### src/rtl/seq_div8x4_pkg.sv
// ---------------------------------------------------------------------------
// seq_div8x4_pkg
// Shared constants and types for the sequential 8/4 restoring divider.
//   DVD_W  dividend / quotient width
//   DVS_W  divisor / remainder width
//   ITER   quotient bits produced, one per CALC cycle
//   state_e  controller states
// ---------------------------------------------------------------------------
package seq_div8x4_pkg;

  localparam int DVD_W = 8;
  localparam int DVS_W = 4;
  localparam int ITER  = 8;
  localparam int CNT_W = 3;

  typedef enum logic [1:0] {
    ST_IDLE = 2'd0,
    ST_CALC = 2'd1,
    ST_DONE = 2'd2
  } state_e;

  // Last iteration index; CALC exits to DONE when the counter reaches it.
  localparam logic [CNT_W-1:0] LAST_ITER = CNT_W'(ITER - 1);

  // Quotient reported for a zero divisor.
  localparam logic [DVD_W-1:0] DBZ_QUO = '1;

endpackage

### src/rtl/seq_div8x4_step.sv
// ---------------------------------------------------------------------------
// seq_div8x4_step (div_step)
// One restoring-division iteration, purely combinational.
//   rem_i  in  4  partial remainder (always < divisor)
//   bit_i  in  1  next dividend bit, MSB first
//   dvs_i  in  4  divisor
//   rem_o  out 4  next partial remainder
//   q_o    out 1  quotient bit for this iteration
// ---------------------------------------------------------------------------
module div_step
  import seq_div8x4_pkg::*;
(
  input  logic [DVS_W-1:0] rem_i,
  input  logic             bit_i,
  input  logic [DVS_W-1:0] dvs_i,
  output logic [DVS_W-1:0] rem_o,
  output logic             q_o
);

  logic [DVS_W:0] trial;
  logic [DVS_W:0] dvs_ext;

  always_comb begin
    trial   = {rem_i, bit_i};
    dvs_ext = {1'b0, dvs_i};
    q_o     = (trial >= dvs_ext);
    // When the subtract succeeds the difference is below the divisor,
    // so dropping the top bit loses nothing.
    rem_o   = q_o ? DVS_W'(trial - dvs_ext) : trial[DVS_W-1:0];
  end

endmodule

### src/rtl/seq_div8x4.sv
// ---------------------------------------------------------------------------
// seq_div8x4
// Sequential unsigned restoring divider: 8-bit dividend / 4-bit divisor,
// one quotient bit per clock, start/busy/done handshake.
//   clk        in  1  rising-edge clock
//   rst        in  1  synchronous active-high reset
//   start      in  1  request, sampled only while busy=0
//   dividend   in  8  captured on an accepted start
//   divisor    in  4  captured on an accepted start
//   busy       out 1  operation in progress
//   done       out 1  one-cycle pulse, results valid
//   quotient   out 8  held until the next accepted start
//   remainder  out 4  held until the next accepted start
//   dbz        out 1  last result was a divide by zero
// ---------------------------------------------------------------------------
module seq_div8x4
  import seq_div8x4_pkg::*;
(
  input  logic             clk,
  input  logic             rst,
  input  logic             start,
  input  logic [DVD_W-1:0] dividend,
  input  logic [DVS_W-1:0] divisor,
  output logic             busy,
  output logic             done,
  output logic [DVD_W-1:0] quotient,
  output logic [DVS_W-1:0] remainder,
  output logic             dbz
);

  state_e             state_q, state_d;
  logic [CNT_W-1:0]   count_q, count_d;
  logic [DVD_W-1:0]   dvd_q,   dvd_d;    // dividend, shifted left each CALC
  logic [DVS_W-1:0]   dvs_q,   dvs_d;
  logic [DVD_W-1:0]   quo_q,   quo_d;
  logic [DVS_W-1:0]   rem_q,   rem_d;    // partial remainder, final remainder
  logic               dbz_q,   dbz_d;
  // A zero-divisor request spends one idle cycle before DONE so that its
  // done pulse arrives one cycle after acceptance with busy kept low.
  logic               zpend_q, zpend_d;

  logic [DVS_W-1:0]   step_rem;
  logic               step_q;

  div_step u_step (
    .rem_i (rem_q),
    .bit_i (dvd_q[DVD_W-1]),
    .dvs_i (dvs_q),
    .rem_o (step_rem),
    .q_o   (step_q)
  );

  always_comb begin
    state_d = state_q;
    count_d = count_q;
    dvd_d   = dvd_q;
    dvs_d   = dvs_q;
    quo_d   = quo_q;
    rem_d   = rem_q;
    dbz_d   = dbz_q;
    zpend_d = zpend_q;

    unique case (state_q)
      ST_CALC: begin
        dvd_d   = dvd_q << 1;
        rem_d   = step_rem;
        quo_d   = {quo_q[DVD_W-2:0], step_q};
        count_d = count_q + 1'b1;
        if (count_q == LAST_ITER) state_d = ST_DONE;
      end
      ST_IDLE, ST_DONE: begin
        if (zpend_q) begin
          // Operands were already captured; a start here is not taken.
          zpend_d = 1'b0;
          state_d = ST_DONE;
        end else if (start) begin
          dvd_d   = dividend;
          dvs_d   = divisor;
          count_d = '0;
          dbz_d   = 1'b0;
          if (divisor != '0) begin
            rem_d   = '0;
            quo_d   = '0;
            state_d = ST_CALC;
          end else begin
            quo_d   = DBZ_QUO;
            rem_d   = dividend[DVS_W-1:0];
            dbz_d   = 1'b1;
            zpend_d = 1'b1;
            state_d = ST_IDLE;
          end
        end else begin
          state_d = ST_IDLE;
        end
      end
      default: state_d = ST_IDLE;
    endcase
  end

  always_ff @(posedge clk) begin
    if (rst) begin
      state_q <= ST_IDLE;
      count_q <= '0;
      dvd_q   <= '0;
      dvs_q   <= '0;
      quo_q   <= '0;
      rem_q   <= '0;
      dbz_q   <= 1'b0;
      zpend_q <= 1'b0;
    end else begin
      state_q <= state_d;
      count_q <= count_d;
      dvd_q   <= dvd_d;
      dvs_q   <= dvs_d;
      quo_q   <= quo_d;
      rem_q   <= rem_d;
      dbz_q   <= dbz_d;
      zpend_q <= zpend_d;
    end
  end

  assign busy      = (state_q == ST_CALC);
  assign done      = (state_q == ST_DONE);
  assign quotient  = quo_q;
  assign remainder = rem_q;
  assign dbz       = dbz_q;

endmodule

### config.mk
export PLATFORM = sky130hd
export DESIGN_NAME = seq_div8x4
export DESIGN_NICKNAME = d
export VERILOG_FILES = /design/src/rtl/seq_div8x4_pkg.sv /design/src/rtl/seq_div8x4_step.sv /design/src/rtl/seq_div8x4.sv
export SDC_FILE = /design/constraint.sdc
export NUM_CORES = 1
export LEC_CHECK = 0
export ABC_AREA = 1
export CORE_UTILIZATION = 40
export CTS_BUF_LIST = sky130_fd_sc_hd__clkbuf_4 sky130_fd_sc_hd__clkbuf_8
export DETAILED_ROUTE_END_ITERATION = 10
export GPL_TIMING_DRIVEN = 0
export SYNTH_ARGS = -nofsm -noshare
export SYNTH_HDL_FRONTEND = slang
export SYNTH_HIERARCHICAL = 1
export SYNTH_SLANG_ARGS = --single-unit
### constraint.sdc
create_clock -name clk -period 2.95 [get_ports clk]
set_input_delay 0.295 -clock clk [delete_from_list [all_inputs] [get_ports clk]]
set_output_delay 0.295 -clock clk [all_outputs]
set_load 0.01 [all_outputs]
Yosys cells after proc, flatten, opt, wreduce, memory -nomap -nowiden
Index checks and enable logic that the tools add are counted.
{"block": "totals", "inputBits": 15, "reg_bits": 31}
{"block": "op_classes", "bitwise_logic": 1, "muxes": 23, "n_eq_ne": 6, "n_reduce_logical": 6, "order_cmp": 1, "add_sub_neg": 2}
{"cell": "$mux W8", "count": 5}
{"cell": "$pmux W8 S2", "count": 2}
{"cell": "$mux W4", "count": 4}
{"cell": "$pmux W4 S2", "count": 1}
{"cell": "$mux W2", "count": 3}
{"cell": "$mux W3", "count": 2}
{"cell": "$pmux W3 S2", "count": 1}
{"cell": "$reduce_and A3 Y1", "count": 2}
{"cell": "$ge A5 B4 Y1", "count": 1}
{"cell": "$mux W1", "count": 4}
{"cell": "$ne A2 B2 Y1 const B", "count": 2}
{"cell": "$pmux W2 S2", "count": 1}
{"cell": "$reduce_bool A4 Y1", "count": 1}
{"cell": "$sub A4 B4 Y4", "count": 1}
{"cell": "$add A3 B1 Y3 const B", "count": 1}
{"cell": "$eq A3 B3 Y1 const B", "count": 1}
{"cell": "$eq A2 B1 Y1 const B", "count": 1}
{"cell": "$eq A2 B2 Y1 const B", "count": 1}
{"cell": "$logic_not A2 Y1", "count": 1}
{"cell": "$ne A2 B1 Y1 const B", "count": 1}
{"cell": "$reduce_bool A2 Y1", "count": 1}
{"cell": "$reduce_or A2 Y1", "count": 1}
{"cell": "$not A1 Y1", "count": 1}

Logic depth before layout (Yosys ltp)
{"block": "logic_depth", "ltp_word": 5, "ltp_mapped": 13, "mapped_depth_nobuf": 13}

Cells and area by module
The synthesis kept the hierarchy.
{"mod": "seq_div8x4", "n_inst": 1, "cells_each": 240, "seq_area_each_um2": 620.6, "area_each_um2": 1574.0}
{"mod": "div_step", "n_inst": 1, "cells_each": 39, "seq_area_each_um2": 0.0, "area_each_um2": 254.0}

Worst setup path after synthesis
Ideal clock, no wire load.
{"block": "synth_timing", "path_type": "register to register", "startpoint": "register rem_q[1], in the netlist remainder[1]", "endpoint": "register rem_q[2], in the netlist remainder[2]", "period_less_slack_ns": 1.527, "arrival_ns": 1.415, "t_required_ns": 2.839, "stages_incl_launch_ff": 12, "path_buffers": 0, "setup_slack_ns": 1.423, "path_cell_list": "dfxtp_1 > ha_1 > nand2_1 > nor2_4 > nor2_4 > nand2_4 > nand2_1 > nand2_1 > nand2_1 > nand3_1 > nor2_1 > nor2_1"}
{"block": "synth_between", "elab_chain_len": 3, "elab_cells_between_ends": 4}
{"element": "start, declared", "line_no": "seq_div8x4.sv:36", "rtl": "logic [DVS_W-1:0] rem_q, rem_d;"}
{"element": "start signal, assigned", "line_no": "seq_div8x4.sv:116", "rtl": "rem_q <= rem_d;"}
{"element": "$ge A5 B4 Y1", "line_no": "seq_div8x4_step.sv:26", "rtl": "q_o = (trial >= dvs_ext);"}
{"element": "named net step_q", "line_no": "seq_div8x4.sv:43", "rtl": "logic step_q;"}
{"element": "$mux W4", "line_no": "seq_div8x4_step.sv:29", "rtl": "rem_o = q_o ? DVS_W'(trial - dvs_ext) : trial[DVS_W-1:0];"}
{"element": "named net step_rem[2]", "line_no": "seq_div8x4.sv:42", "rtl": "logic [DVS_W-1:0] step_rem;"}
{"element": "$pmux W4 S2", "line_no": "seq_div8x4.sv:63", "rtl": "unique case (state_q)"}
The timed path passes the listed nets, and every way through them passes these cells.
A chain may end at the register's enable or synchronous reset.

Worst setup path after layout
{"block": "layout_timing", "startpoint": "register state_q[0]", "endpoint": "output port done"}
{"block": "layout_between", "elab_chain_len": 1}
{"element": "start, declared", "line_no": "seq_div8x4.sv:31", "rtl": "state_e state_q, state_d;"}
{"element": "start signal, assigned", "line_no": "seq_div8x4.sv:111", "rtl": "state_q <= state_d;"}
{"element": "$eq A2 B2 Y1", "line_no": "seq_div8x4.sv:123", "rtl": "assign done = (state_q == ST_DONE);"}
{"element": "end, declared", "line_no": "seq_div8x4.sv:25", "rtl": "output logic done,"}
Every way passes these cells.

==> metrics.csv <==
stage;metric;value;unit
drt;Pre-Repair DR Iteration Count;4;
clock_tree;TritonCTS Buffers;5;
die;Initial Util;0.4170;
drt;Via Count;1744;
place;Area after DPL;2183;um2
pwr;maximum vdd ir drop;0.2606;mV
synth;Synth top cells by count;nand2_1, nor2_1, nand3_1, dfxtp_1, inv_1;
synth;mapped cell area;1828;um2
setup_path;Largest delay share family, worst path;buffers and inverters;
synth;register area share after synthesis;0.3395;
drt;initial DRC count;85;
setup_path;cells along the critical path;buf_4 -> buf_6 -> nor2_1 -> clkdlybuf4s50_1;
pwr;Clock power frac;0.271;
setup_path;crit path DAT;1.60;ns
pwr;static leakage;1.083;nW
timing;unrepaired setup endpoints after global routing;no;
place;PortBufs;29;
worst_hold_path;Hold Crit Class;register to register;
synth;area leader, netlist;dfxtp_1;
grt;GR Util met1;0.2441;
synth;Ys Warns;6;
die;I/O pin total;30;
timing;final worst-path cycle share;0.6423;
setup_path;Worst Setup End Kind;output port;
die;die area;4844;um2
setup_path;Max stage delay cell, worst path;clkdlybuf4s50_1;
synth;Synth Instances;279;
clock_tree;hold buffers post-CTS;0;
setup_path;critical path's largest stage delay;0.53;ns
clock_tree;Post-CTS Resized;0;
timing;Setup TNS;0;ns
die;row count;24;
timing;Worst-Margin Slew;0.3286;ns
place;post-DP HPWL;3103;um
place;RePlAce Congestion;0.8542;
run_status;status;finished clean;
final_layout;fraction of layout cells with a size suffix above 1;0.1076;
synth;Post-synth EDFFs;0;
setup_path;worst-path maximum fanout;10;
drt;routed wire length per instance;11.38;um
synth;leading post-synthesis cells by cell area;dfxtp_1, nand2_1, nor2_1;
grt;initial antenna violation count;0;
synth;count leader, synth;nand2_1;
setup_path;Crit path required time;2.65;ns
pwr;Seq pwr share;0.391;
pwr;power per cell area;550.5;nW/um2
setup_path;launching element type of the critical path;register;
run;MaxCap Viol Count;0;
die;die width;69.60;um
final_layout;final core occ;0.5183;
timing;Layout Skew;0.005555;ns
grt;first-pass GRT wire length;7410;um
timing;Max Clk Rate;527.8;MHz
die;Core ar.;4384;um2
drt;Final ANT Viol Nets;0;
timing;Setup-failing EPs final;0;
clock_tree;H-tree depth;2;
timing;Tmin final;1.895;ns
pwr;internal cell power;0.8330;mW
drt;vias per cell;4.739;
grt;Top Usage Layer GRT;met2;
clock_tree;root buffer cell;clkbuf_8;
clock_tree;clock buffer depth;2;
drt;routed wire length;4188;um
timing;max-slew violation count;0;
clock_tree;CTS tree;built;
drt;DRC;0;
timing;Fin. Hold Viols;0;
final_layout;final layout net count;337;
final_layout;Area Growth Syn to Fin;24.30;%
pwr;Logic pwr share;0.337;
synth;top cell type's share of synthesized area;0.3395;
grt;met3 Track Usage GR;0.03924;
grt;vias in the first global route;1651;
synth;synthesized flop and latch total;31;
grt;pin count of the biggest net entering global routing;11;
synth;Synthesized Nets;301;
final_layout;diode count;0;
synth;Netlist cell types;24;
clock_tree;# clock sinks;31;
pwr;Net Sw Frac;0.3340;
synth;post-synthesis average cell area;6.552;um2
setup_path;Bufs and invs on worst path;3;
grt;GRT Total Usage;0.1916;
timing;Rel. slew slack;0.7807;
clock_tree;clk_lat worst skew;0.28;ns
final_layout;final instance area;2272;um2
grt;gr ovfl total;0;
setup_path;worst setup path class;register to output port;
pwr;Psw;0.4177;mW
clock_tree;postcts setup bufs;0;
synth;FFs w/ async S/R, synth;0;
clock_tree;clock slew at reported path FFs;0.06;ns
die;die height;69.60;um
grt;routing usage on met2;0.3193;
synth;commonest register cell after synthesis;dfxtp_1;
[layer usage]
| layer | up-vias | part of all wire |
|---|---|---|
| li1 | 941 | - |
| met1 | 774 | 0.50 |
| met2 | 23 | 0.46 |
| met3 | 6 | 0.026 |
| met4 | 0 | 0.015 |
| met5 | - | 0 |
[registers in the layout, summed over array words and instances, names as in the netlist]
register	flops
dbz	1
zpend_q	1
quotient	8
dvs_q	4
state_q	2
remainder	4
count_q	3
dvd_q	8
[through the flow]
step,hold WS (ns),setup slack (ns),std cells,power [mW]
2_1_floorplan,0.3641,1.423,279,0.7971
3_3_place_gp,0.4490,1.289,360,0.9206
3_5_place_dp,0.4598,1.277,360,0.9229
4_1_cts,0.4701,1.034,368,1.266
5_1_grt,0.4960,0.9924,368,1.341
6_report,0.4645,1.055,368,1.251
[power groups by stage]
stage / clock network [mW] / registers [mW] / logic [mW]
floorplan: 0 / 0.504 / 0.293
global placement: 0 / 0.500 / 0.421
detailed placement: 0 / 0.500 / 0.423
CTS: 0.350 / 0.490 / 0.425
global route: 0.366 / 0.496 / 0.480
finish: 0.339 / 0.489 / 0.422
[final timing paths]
check | from | endpoint | slack, ns | depth (start not counted)
setup / recovery | state_q[0] | done | 1.06 | 4
hold / removal | count_q[0] | count_q[0] | 0.46 | 1
setup reg to reg | remainder[1] | remainder[3] | 1.28 | 11
hold reg to reg | count_q[0] | count_q[0] | 0.46 | 1
[placed cells by master (no fill, tap or decap), drive strengths merged]
| cell type | count |
|---|---|
| xnor2 | 1 |
| clkinv | 1 |
| a21boi | 1 |
| or2 | 3 |
| clkdlybuf4s50 | 29 |
| a21oi | 12 |
| inv | 33 |
| dfxtp | 31 |
| o21ai | 11 |
| nor2 | 58 |
| nand2 | 69 |
| nand3b | 4 |
| clkbuf | 7 |
| nand3 | 36 |
| buf | 13 |
| ha | 6 |
| fa | 1 |
[cell type report]
class	count	area [um2]
Fill cell	490	2112
Multi-Input combinational cell	202	988.4
Sequential cell	31	620.6
Timing Repair Buffer	29	290.3
Inverter	33	123.9
Buffer	13	95.09
Clock buffer	7	83.83
Tap cell	52	65.06
Clock inverter	1	5.005
[worst reg2reg max path, delay by kind of cell, from the launching register on]
family,cells,cell delay [ns]
and+or+nand+nor,10,0.83
adders and majority gates,1,0.37
DFF,1,0.35
[cell families (layout without fill, tap and decap cells)]
| family | count (synthesis) | in the layout | synth area share |
|---|---|---|---|
| flip-flops | 31 | 31 | 0.3395 |
| adder cells (fa/ha/maj) | 7 | 7 | 0.05202 |
| buffers and inverters | 46 | 83 | 0.1198 |
| AND/OR/NAND/NOR | 170 | 170 | 0.4148 |
| AO/OA/AOI/OAI | 24 | 24 | 0.06913 |
| XOR/XNOR | 1 | 1 | 0.004792 |
Note: power is estimated with default switching activity, not from simulation.
